$ cat config.mk
export PLATFORM = sky130hd
export DESIGN_NAME = block_memory_looper
export DESIGN_NICKNAME = d
export VERILOG_FILES = /design/src/rtl/block_memory_looper.sv
export SDC_FILE = /design/constraint.sdc
export NUM_CORES = 1
export LEC_CHECK = 0
export ABC_AREA = 1
export CAP_MARGIN = 10
export CORE_ASPECT_RATIO = 1.4
export CORE_MARGIN = 2
export CORE_UTILIZATION = 31
export CTS_CLUSTER_DIAMETER = 150
export DETAILED_ROUTE_END_ITERATION = 10
export GPL_ROUTABILITY_DRIVEN = 0
export PLACE_DENSITY = 0.81
export REMOVE_ABC_BUFFERS = 1
export SLEW_MARGIN = 20
export SYNTH_ARGS = -nofsm -noshare
export SYNTH_HDL_FRONTEND = slang
export SYNTH_SLANG_ARGS = --single-unit
$ cat constraint.sdc
create_clock -name i_clk -period 1.6 [get_ports i_clk]
set_clock_uncertainty 0.2 [all_clocks]
set_input_delay 0.16 -clock i_clk [delete_from_list [all_inputs] [get_ports i_clk]]
set_output_delay 0.16 -clock i_clk [all_outputs]
set_load 0.05 [all_outputs]
$ cat src/rtl/block_memory_looper.sv
// Block sequencer: walks an N0 x N1 grid of blocks in row-major order and
// broadcasts each block's compute offset plus three linear memory offsets
// over four independent rdy/ack channels. Advances once every channel has
// taken the current block, then stops with all rdy low after the last block.
module block_memory_looper #(
    parameter int BW      = 16,
    parameter int N0      = 3,
    parameter int N1      = 2,
    parameter int BSIZE0  = 8,
    parameter int BSIZE1  = 4,
    parameter int PITCH   = 64,
    parameter int I0_BASE = 0,
    parameter int I1_BASE = 1024,
    parameter int O_BASE  = 2048
) (
    input  logic          i_clk,
    input  logic          i_rst,
    output logic          bofs_rdy,
    input  logic          bofs_ack,
    output logic [BW-1:0] bofs0,
    output logic [BW-1:0] bofs1,
    output logic          i0_mofs_rdy,
    input  logic          i0_mofs_ack,
    output logic [BW-1:0] i0_mofs,
    output logic          i1_mofs_rdy,
    input  logic          i1_mofs_ack,
    output logic [BW-1:0] i1_mofs,
    output logic          o_mofs_rdy,
    input  logic          o_mofs_ack,
    output logic [BW-1:0] o_mofs
);

    localparam int IW0 = (N0 > 1) ? $clog2(N0) : 1;
    localparam int IW1 = (N1 > 1) ? $clog2(N1) : 1;
    localparam logic [IW0-1:0] IDX0_LAST = IW0'(N0 - 1);
    localparam logic [IW1-1:0] IDX1_LAST = IW1'(N1 - 1);

    // Channel bit order: 0 = block offset, 1 = input 0, 2 = input 1, 3 = output.
    logic [IW0-1:0] idx0_q, idx0_d;
    logic [IW1-1:0] idx1_q, idx1_d;
    logic [3:0]     pend_q, pend_d;
    logic           done_q, done_d;

    logic [3:0]     ack_vec;
    logic [3:0]     rdy_vec;
    logic [3:0]     remain;
    logic           advance;
    logic           last_blk;

    assign ack_vec  = {o_mofs_ack, i1_mofs_ack, i0_mofs_ack, bofs_ack};
    assign rdy_vec  = pend_q & {4{~done_q}};
    // Channels still owed the current block after this cycle's transfers.
    assign remain   = rdy_vec & ~ack_vec;
    // The edge where the last outstanding channel transfers moves the grid on.
    assign advance  = (rdy_vec != 4'b0000) && (remain == 4'b0000);
    assign last_blk = (idx0_q == IDX0_LAST) && (idx1_q == IDX1_LAST);

    assign bofs_rdy    = rdy_vec[0];
    assign i0_mofs_rdy = rdy_vec[1];
    assign i1_mofs_rdy = rdy_vec[2];
    assign o_mofs_rdy  = rdy_vec[3];

    // Next-state: clear pending flags on transfer, re-arm all four on advance.
    always_comb begin
        idx0_d = idx0_q;
        idx1_d = idx1_q;
        pend_d = remain;
        done_d = done_q;
        if (advance) begin
            if (last_blk) begin
                done_d = 1'b1;
                pend_d = 4'b0000;
            end else begin
                pend_d = 4'b1111;
                if (idx0_q == IDX0_LAST) begin
                    idx0_d = '0;
                    idx1_d = idx1_q + 1'b1;
                end else begin
                    idx0_d = idx0_q + 1'b1;
                end
            end
        end
    end

    // State register; reset re-presents block (0,0) on every channel.
    always_ff @(posedge i_clk) begin
        if (i_rst) begin
            idx0_q <= '0;
            idx1_q <= '0;
            pend_q <= 4'b1111;
            done_q <= 1'b0;
        end else begin
            idx0_q <= idx0_d;
            idx1_q <= idx1_d;
            pend_q <= pend_d;
            done_q <= done_d;
        end
    end

    // Offsets are pure functions of the indices, so they are stable while rdy.
    logic [BW-1:0] base_term;
    assign bofs0     = BW'(idx0_q) * BW'(BSIZE0);
    assign bofs1     = BW'(idx1_q) * BW'(BSIZE1);
    assign base_term = bofs1 * BW'(PITCH) + bofs0;
    assign i0_mofs   = BW'(I0_BASE) + base_term;
    assign i1_mofs   = BW'(I1_BASE) + base_term;
    assign o_mofs    = BW'(O_BASE) + base_term;

endmodule

==> results of run 1 <==
cell usage after synthesis, drive strengths merged:
cell	instances	area, sq um
o21ai	1	5.00
nand4	1	6.26
inv	11	41.3
dfxtp	8	160
nand3	9	50.1
buf	78	586
nor2	8	40.0
conb	2	7.51
and2	1	8.76
nand2	9	38.8
a21oi	2	10.0
nand3b	3	22.5
cell families (layout without fill, tap and decap cells):
| kind of cell | Yosys count | in the layout | share of synthesized area |
|---|---|---|---|
| other cells | 2 | 68 | 0.00770 |
| compound gates | 3 | 3 | 0.0154 |
| simple gates | 31 | 31 | 0.171 |
| flops | 8 | 8 | 0.164 |
| buf+inv | 89 | 38 | 0.642 |
cell type report:
class	count	area, sq um
inverters	11	41.3
fillers	317	1940
multi-input cells	102	437
clock buffers	3	41.3
flip-flops and latches	8	160
repair buffers	24	393
well taps	39	48.8
worst reg2reg max path: cells and delay by family, from the launching register on:
family / cells / cell delay [ns]
buffers and inverters: 1 / 0.08
AND/OR/NAND/NOR: 4 / 0.51
AO/OA/AOI/OAI: 1 / 0.10
flip-flops: 1 / 0.35
layer usage:
metal	GRT usage	vias up	wire (um)
li1	-	288	-
met1	0.0770	262	404
met2	0.128	66	639
met3	0.0256	6	246
met4	0.0789	0	61
met5	0	-	0
power breakdown:
part	total [mW]	internal [mW]	switching, mW	leakage, nW
clock network	0.242	0.163	0.0794	0.0216
registers	0.221	0.214	0.00735	0.0659
logic	0.611	0.120	0.491	0.516
total	1.07	0.497	0.578	0.603
stage by stage:
step / area, sq um / setup slack, ns / power (mW) / std cells / setup TNS (ns)
2_1_floorplan: 638 / -1.09 / 0.700 / 121 / -12.17
3_3_place_gp: 1080 / 0.0282 / 0.831 / 184 / 0
3_5_place_dp: 1080 / 0.0131 / 0.834 / 184 / 0
4_1_cts: 1120 / 0.224 / 1.08 / 187 / 0
5_1_grt: 1120 / 0.122 / 1.11 / 187 / 0
6_report: 1120 / 0.234 / 1.07 / 187 / 0
how the worst max path moves through the flow:
stage,depth (start not counted),end,startpoint
final,6,pend_q[1],done_q
after CTS,6,pend_q[1],done_q
after floorplan,5,done_q,idx0_q[1]
after global placement,9,idx0_q[1],i1_mofs_ack
after global routing,8,idx0_q[1],done_q
after detailed placement,9,idx0_q[1],i1_mofs_ack
sequential cells by signal, indices dropped and copies added, names as in the netlist:
| name | count |
|---|---|
| done_q | 1 |
| idx0_q | 2 |
| idx1_q | 1 |
| pend_q | 4 |
==> summary.txt, run 1 <==
Global route
  – Largest net degree at the start of global routing: 9
  – Initial antenna violation count: 0
  – First-pass GRT wire length: about 2100 um
  – Total gr overflow: 0
  – GR Util All Layers: 0.0804
  – Vias in the first global route: 529

Timing
  – Max Clk Rate: 0.732 GHz
  – Final Critical Period: 1.37 ns
  – RSZ-0062 raised after global routing: false
  – Max-slew violations: 0
  – Worst hold margin: approximately 0.32 ns
  – Tcrit/Tclk final: 0.854
  – Final hold violation count: 0
  – Setup violators final: 0

Min path
  – Worst hold start: pend_q[0]
  – Hold Path Class: reg2reg
  – Worst hold endpoint: pend_q[0]
  – Worst Hold Depth: 2

Critical path
  – Worst R2R Setup Slack: ~0.23 ns
  – Arrival time worst endpoint: 1.28 ns
  – CP Launch Type: flop
  – WS Path Type: reg2reg
  – CP peak stage delay: 0.35 ns
  – R2R depth: 6
  – Reg-to-Reg End: pend_q[1]
  – Crit-path max FO: 8
  – Crit end category: flop
  – Worst EP required: 1.51 ns
  – CP top delay family: simple AND/OR/NAND/NOR gates
  – Worst Path Buf+Inv: 1
  – Crit-path cells: inv_2, o21ai_0, nand3_2, and2_4, nand2_2, nand3_1
  – Worst path slowest cell: dfxtp_1
  – Worst reg2reg startpoint: done_q

Drt
  – DRC violation total after the first TritonRoute iteration: 16
  – DRT Pass-1 Iters: 4
  – Drt wl/cell: about 7.2 um
  – Antenna Violating Nets Remaining: 0
  – Drt drc: 0
  – Final WL: 1350 um
  – Detailed-route via count: 622
  – Vias per std cell: 3.33

Clocking
  – Post-CTS setup buffer count: 0
  – Worst-path clk slew: roughly 0.04 ns
  – CTS HTree Levels: 1
  – CTS resizes: 0
  – Post-CTS Hold Fix Bufs: 0
  – CTS root buf: clkbuf_8
  – TritonCTS clock tree: built
  – CTS Buf Count: 3
  – Clk buf depth: 2
  – Worst-Skew Late Latency: 0.23 ns
  – Clock sinks: 8

Floorplanning
  – Rows: 24
  – Die Ht: 70.4 um
  – Core area: ~3000 sq um
  – I/O pin cnt: 90
  – DIE AREA: between 3000 and 4000 sq um
  – Starting Density: 0.319
  – Die width: 51.4 um

Outcome
  – Status: completed

Final layout
  – Most common cell after layout, fill and taps aside: conb_1
  – Area growth syn-to-layout: 14.9%
  – Post-layout net count: approximately 160
  – Most frequent cells in the layout: 68 x conb_1, 16 x buf_12, 10 x inv_1
  – # diodes: 0
  – Core Util, Final: 0.366
  – Layout cell share with drive strength beyond 1: 0.196

Place
  – Placed wire-length estimate: 1160 um
  – IO buf count: 21

Logic synthesis
  – Post-synthesis cell count: 133
  – Mapped Area: 976 sq um
  – Post-synthesis sequential area ratio: 0.164
  – Yosys cell types: 17
  – YS warnings: 0
  – Avg Synthesized Cell Area: 7.34 sq um
  – Flops & latches, synth: 8

Power
  – Static leakage: 0.603 nW
  – Max VDD drop: 421 uV
  – PD cells: 959 nW/um^2

Flow run
  – Max-Cap Viols: 0
Power figures use the tool's default switching activity.
==> inputs of run 2 (changes only) <==
--- a/config.mk
+++ b/config.mk
@@ -9,11 +9,12 @@
 export CAP_MARGIN = 10
 export CORE_ASPECT_RATIO = 1.4
 export CORE_MARGIN = 2
-export CORE_UTILIZATION = 31
+export CORE_UTILIZATION = 32
+export CTS_BUF_LIST = sky130_fd_sc_hd__clkbuf_8
 export CTS_CLUSTER_DIAMETER = 150
 export DETAILED_ROUTE_END_ITERATION = 10
-export GPL_ROUTABILITY_DRIVEN = 0
-export PLACE_DENSITY = 0.81
+export GPL_ROUTABILITY_DRIVEN = 1
+export PLACE_DENSITY = 0.84
 export REMOVE_ABC_BUFFERS = 1
 export SLEW_MARGIN = 20
 export SYNTH_ARGS = -nofsm -noshare
==> run 2 against run 1 <==
Against the previous run: worst hold slack improved by 0.0055 ns; via count decreased by 2.3%; clock power decreased by 3%.
==> summary.txt, run 2 (synthesis results as in run 1) <==
Final layout
  – Regs by FF count: pend_q x4, idx0_q x2 (unchanged)
  – Final instance area: 1120 sq um (about the same)
  – Area growth syn-to-layout: 14.6% (was 14.9%)
  – Most common cell after layout, fill and taps aside: conb_1 (unchanged)
  – # diodes: 0 (unchanged)
  – Layout cell share with drive strength beyond 1: 0.196 (unchanged)
  – Post-layout net count: 156 (unchanged)
  – Layout fillers: 295 (was 317)
  – Biggest register: pend_q (unchanged)
  – Core Util, Final: 0.389 (was 0.366)
  – Max FFs per register: 4 (unchanged)
  – Most frequent cells in the layout: 68 x conb_1, 16 x buf_12, 10 x inv_1 (unchanged)

Critical path
  – Arrival time worst endpoint: 1.32 ns (was 1.28 ns)
  – WS Path Type: reg2reg (unchanged)
  – Worst EP required: 1.56 ns (was 1.51 ns)
  – CP Launch Type: flop (unchanged)
  – Crit-path max FO: 8 (unchanged)
  – Crit end category: flop (unchanged)

Timing
  – Setup violators final: 0 (unchanged)
  – Tcrit/Tclk final: 0.851 (was 0.854)
  – Max-slew violations: 0 (unchanged)
  – Final hold violation count: 0 (unchanged)
  – Max Clk Rate: 0.735 GHz (was 0.732 GHz)
  – RSZ-0062 raised after global routing: false (unchanged)
  – Final Critical Period: 1.36 ns (was 1.37 ns)

Floorplanning
  – Rows: 23 (was 24)
  – Starting Density: 0.339 (was 0.319)
  – Core area: 2880 sq um (was 3060 sq um)
  – Die width: 50.7 um (was 51.4 um)
  – Die Ht: 69.3 um (was 70.4 um)
  – I/O pin cnt: 90 (unchanged)
  – DIE AREA: 3510 sq um (was 3620 sq um)

Power
  – Max VDD drop: 574 uV (was 421 uV)
  – Clock Power Share: 0.220 (was 0.225)
  – Int Pwr: 0.496 mW (was 0.497 mW)
  – Combinational cell fraction of total power: 0.573 (was 0.569)
  – Register share of total power: 0.207 (was 0.206)
  – Net Switching: 0.569 mW (was 0.578 mW)
  – Sw Ratio: 0.534 (was 0.538)
  – PD cells: 952 nW/um^2 (was 959 nW/um^2)
  – Static leakage: 0.603 nW (unchanged)

Drt
  – Top Layer Used: met4 (unchanged)
  – DRC violation total after the first TritonRoute iteration: 5 (was 16)
  – DRT Pass-1 Iters: 4 (unchanged)
  – WL met2: 580 um (was 639 um)
  – Drt drc: 0 (unchanged)
  – Wl on met1: 394 um (was 404 um)
  – Met3 routed WL: 239 um (was 246 um)
  – Drt wl/cell: 6.65 um (was 7.22 um)
  – Detailed-route via count: 608 (was 622)
  – Final WL: 1230 um (was 1350 um)
  – Vias per std cell: 3.29 (was 3.33)
  – Antenna Violating Nets Remaining: 0 (unchanged)

Global route
  – Initial antenna violation count: 0 (unchanged)
  – Largest net degree at the start of global routing: 9 (unchanged)
  – GR Util All Layers: 0.0674 (was 0.0804)
  – First-pass GRT wire length: 1810 um (was 2130 um)
  – Vias in the first global route: 504 (was 529)
  – Total gr overflow: 0 (unchanged)

Clocking
  – CTS Buf Count: 3 (unchanged)
  – Clock sinks: 8 (unchanged)
  – Post-CTS setup buffer count: 0 (unchanged)
  – CTS resizes: 0 (unchanged)
  – Post-CTS Hold Fix Bufs: 0 (unchanged)
  – CTS HTree Levels: 1 (unchanged)
  – CTS root buf: clkbuf_8 (unchanged)
  – Worst-Skew Late Latency: 0.22 ns (was 0.23 ns)
  – TritonCTS clock tree: built (unchanged)
  – Worst-path clk slew: 0.04 ns (about the same)
  – Clk buf depth: 2 (unchanged)

Min path
  – Hold Path Class: reg2reg (unchanged)

Place
  – IO buf count: 21 (unchanged)
  – Area after DPL: 1080 sq um (about the same)
  – Placed wire-length estimate: 1100 um (was 1160 um)
  – Final GP Congestion: between 0.8 and 0.9

Outcome
  – Status: completed (unchanged)

Flow run
  – Max-Cap Viols: 0 (unchanged)
## run 2: cell counts in the layout (fill, tap and decap cells not counted)
No cell type changed its count.
## run 2: power by group through the flow
stage / sequential, mW / combinational, mW / clock (mW)
floorplan: 0.274 / 0.425 / 0
global placement: 0.223 / 0.607 / 0
detailed placement: 0.224 / 0.608 / 0
CTS: 0.220 / 0.609 / 0.243
global route: 0.221 / 0.633 / 0.254
finish: 0.220 / 0.610 / 0.234
## run 2: worst paths after layout
path / from / endpoint / slack (ns) / cells past startpoint
setup / recovery: done_q / idx0_q[1] / 0.24 / 8
hold / removal: pend_q[0] / pend_q[0] / 0.33 / 2
setup reg to reg: done_q / idx0_q[1] / 0.24 / 8
hold reg to reg: pend_q[0] / pend_q[0] / 0.33 / 2
## run 2: worst max-delay path, cell delays in order, from the launching register on
cell     delay, ns
dfxtp_1       0.35
inv_2         0.08
nand3_1       0.12
nand2_2       0.08
nor2_4        0.14
nand3_1       0.12
nand2_1       0.08
inv_1         0.04
nor2_1        0.09
## run 2: routing by layer
metal,GRT usage,up-vias
li1,-,291
met1,0.0661,248
met2,0.115,67
met3,0.0302,2
met4,0.0360,0
met5,0,-
## run 2: area by class of cell
type                       count  area (sq um)  share of cell area
multi-input combinational    102           437               0.390
timing repair buffer          24           393               0.351
sequential                     8           160               0.143
tap                           37          46.3              0.0414
clock buffer                   3          41.3              0.0369
inverter                      11          41.3              0.0369
## run 2: metrics by stage
| stage | instances | hold slack [ns] | worst slack, ns | setup TNS (ns) | total power [mW] |
|---|---|---|---|---|---|
| 3_5_place_dp | 182 | 0.325 | 0.0221 | 0 | 0.832 |
| 6_report | 185 | 0.329 | 0.239 | 0 | 1.06 |
| 2_1_floorplan | 121 | 0.0291 | -1.09 | -12.17 | 0.700 |
| 4_1_cts | 185 | 0.334 | 0.230 | 0 | 1.07 |
| 3_3_place_gp | 182 | 0.320 | 0.0758 | 0 | 0.830 |
| 5_1_grt | 185 | 0.374 | 0.129 | 0 | 1.11 |
==> inputs of run 3 (changes only) <==
==> constraint.sdc (replaced) <==
create_clock -name i_clk -period 1.6 [get_ports i_clk]
set_clock_uncertainty 0.2 [all_clocks]
set_input_delay 0.4 -clock i_clk [delete_from_list [all_inputs] [get_ports i_clk]]
set_output_delay 0.4 -clock i_clk [all_outputs]
set_load 0.05 [all_outputs]
==> run 3 against run 2 <==
Against the previous run: die area unchanged; global-route usage up 1.1 points; critical path type is now reg2out; largest cell class unchanged; via count up 5.6%; largest power group unchanged.
==> summary.txt, run 3 (synthesis results as in run 1) <==
Place
  – Area after DPL: 1090 sq um (was 1080 sq um)
  – Placed wire-length estimate: 1210 um (was 1100 um)
  – Placed insts: 184 (was 182)
  – IO buf count: 21 (unchanged)
  – Final GP Congestion: 0.847 (was 0.856)

Final layout
  – Max FFs per register: 4 (unchanged)
  – Final instance area: 1190 sq um (was 1120 sq um)
  – Most frequent cells in the layout: 68 x conb_1, 16 x buf_12, 9 x inv_1 (was 68 x conb_1, 16 x buf_12, 10 x inv_1)
  – Multi-input logic area: 467 sq um (was 437 sq um)
  – Most common cell after layout, fill and taps aside: conb_1 (unchanged)
  – Register area: 161 sq um (was 160 sq um)
  – Layout cell share with drive strength beyond 1: 0.275 (was 0.196)
  – Layout fillers: 292 (was 295)
  – # diodes: 0 (unchanged)
  – Area growth syn-to-layout: 22.2% (was 14.6%)
  – Regs by FF count: pend_q x4, idx0_q x2 (unchanged)
  – Post-layout net count: 161 (was 156)
  – Non-filler instance count after layout: 190 (was 185)
  – Biggest register: pend_q (unchanged)

Timing
  – Max-slew violations: 0 (unchanged)
  – Tcrit/Tclk final: 0.975 (was 0.851)
  – Max Clk Rate: 0.641 GHz (was 0.735 GHz)
  – RSZ-0062 raised after global routing: true (was false)
  – Final hold violation count: 0 (unchanged)
  – Setup_tns: 0 ns (unchanged)
  – Setup violators final: 0 (unchanged)
  – Final Critical Period: 1.56 ns (was 1.36 ns)

Clocking
  – TritonCTS clock tree: built (unchanged)
  – CTS HTree Levels: 1 (unchanged)
  – CTS Buf Count: 3 (unchanged)
  – Post-CTS Hold Fix Bufs: 0 (unchanged)
  – Clock sinks: 8 (unchanged)
  – Clk buf depth: 2 (unchanged)
  – Worst-Skew Late Latency: 0.23 ns (was 0.22 ns)
  – CTS root buf: clkbuf_8 (unchanged)
  – Worst-path clk slew: 0.04 ns (about the same)

Floorplanning
  – Rows: 23 (unchanged)
  – DIE AREA: 3510 sq um (unchanged)
  – I/O pin cnt: 90 (unchanged)
  – Core area: 2880 sq um (unchanged)
  – Die Ht: 69.3 um (unchanged)
  – Die width: 50.7 um (unchanged)
  – Starting Density: 0.339 (unchanged)

Global route
  – Vias in the first global route: 542 (was 504)
  – GR Util All Layers: 0.0787 (was 0.0674)
  – Initial antenna violation count: 0 (unchanged)
  – Total gr overflow: 0 (unchanged)
  – First-pass GRT wire length: 2080 um (was 1810 um)
  – Largest net degree at the start of global routing: 8 (was 9)

Power
  – Final Power: 1.10 mW (was 1.06 mW)
  – Max VDD drop: 434 uV (was 574 uV)
  – Clock Power Share: 0.222 (was 0.220)
  – Register share of total power: 0.202 (was 0.207)
  – Int Pwr: 0.507 mW (was 0.496 mW)
  – Net Switching: 0.589 mW (was 0.569 mW)
  – Combinational cell fraction of total power: 0.576 (was 0.573)
  – Sw Ratio: 0.537 (was 0.534)
  – PD cells: 918 nW/um^2 (was 952 nW/um^2)
  – Static leakage: 0.654 nW (was 0.603 nW)

Critical path
  – Worst EP required: 1.00 ns (was 1.56 ns)
  – CP peak stage delay: 0.35 ns (about the same)
  – WS Path Type: reg2out (was reg2reg)
  – Crit-path cells: inv_1, nor2_1, buf_12 (was inv_2, nand3_1, nand2_2, nor2_4, nand3_1, nand2_1, inv_1, nor2_1)
  – Worst path slowest cell: dfxtp_1 (unchanged)
  – Crit-path max FO: 3 (was 8)
  – CP Launch Type: flop (unchanged)
  – Worst R2R Setup Slack: 0.14 ns (was 0.24 ns)
  – Crit end category: output port (was flop)
  – Arrival time worst endpoint: 0.96 ns (was 1.32 ns)
  – R2R depth: 8 (unchanged)

Outcome
  – Status: completed (unchanged)

Drt
  – DRC violation total after the first TritonRoute iteration: 2 (was 5)
  – Drt drc: 0 (unchanged)
  – Final WL: 1460 um (was 1230 um)
  – DRT Pass-1 Iters: 2 (was 4)
  – Drt wl/cell: 7.70 um (was 6.65 um)
  – Vias per std cell: 3.38 (was 3.29)
  – Antenna Violating Nets Remaining: 0 (unchanged)
  – Detailed-route via count: 642 (was 608)

Min path
  – Hold Path Class: reg2reg (unchanged)
  – Worst Hold Depth: 2 (unchanged)

Flow run
  – Max-Cap Viols: 0 (unchanged)
run 3: metrics by stage:
stage,setup slack (ns),hold slack [ns],utilization
2_1_floorplan,-1.09,0.269,-
3_3_place_gp,-0.160,0.340,0.380
3_5_place_dp,-0.220,0.349,0.380
4_1_cts,0.0211,0.367,0.401
5_1_grt,-0.0204,0.370,0.414
6_report,0.0398,0.342,0.414
run 3: layer usage:
layer  share of wire  GRT usage  up-vias
li1                -          -      299
met5               0          0        -
met3            0.18     0.0345        2
met2            0.52      0.137       67
met1            0.28     0.0698      274
met4           0.019     0.0541        0
run 3: worst paths after layout:
check / endpoint / from
worst min register to register: pend_q[3] / pend_q[3]
worst max register to register: pend_q[2] / done_q
worst max-delay path: i1_mofs_rdy / pend_q[2]
worst min-delay path: pend_q[3] / pend_q[3]
run 3: final cells by class:
| class | count | area share |
|---|---|---|
| flip-flops and latches | 8 | 0.135 |
| multi-input cells | 102 | 0.391 |
| inverters | 11 | 0.0346 |
| well taps | 37 | 0.0388 |
| clock buffers | 3 | 0.0346 |
| repair buffers | 29 | 0.365 |
run 3: critical path: cells and delay by family, from the launching register on:
family / cells / cell delay, ns
DFF: 1 / 0.35
buffers and inverters: 2 / 0.22
and+or+nand+nor: 1 / 0.17
run 3: power by group through the flow:
stage / Clock, mW / Sequential, mW / Combinational [mW]
after global placement: 0 / 0.223 / 0.614
after global routing: 0.255 / 0.222 / 0.652
after CTS: 0.244 / 0.221 / 0.619
after floorplan: 0 / 0.274 / 0.425
after detailed placement: 0 / 0.224 / 0.617
final: 0.243 / 0.221 / 0.631
run 3: timing repair:
| action | 4_1_cts | 5_1_grt |
|---|---|---|
| resized for setup | 1 | 10 |
| setup buffers | 2 | 1 |
| setup endpoints to repair | 3 | 11 |
| cloned | 0 | 0 |
| pin swaps | 0 | 7 |
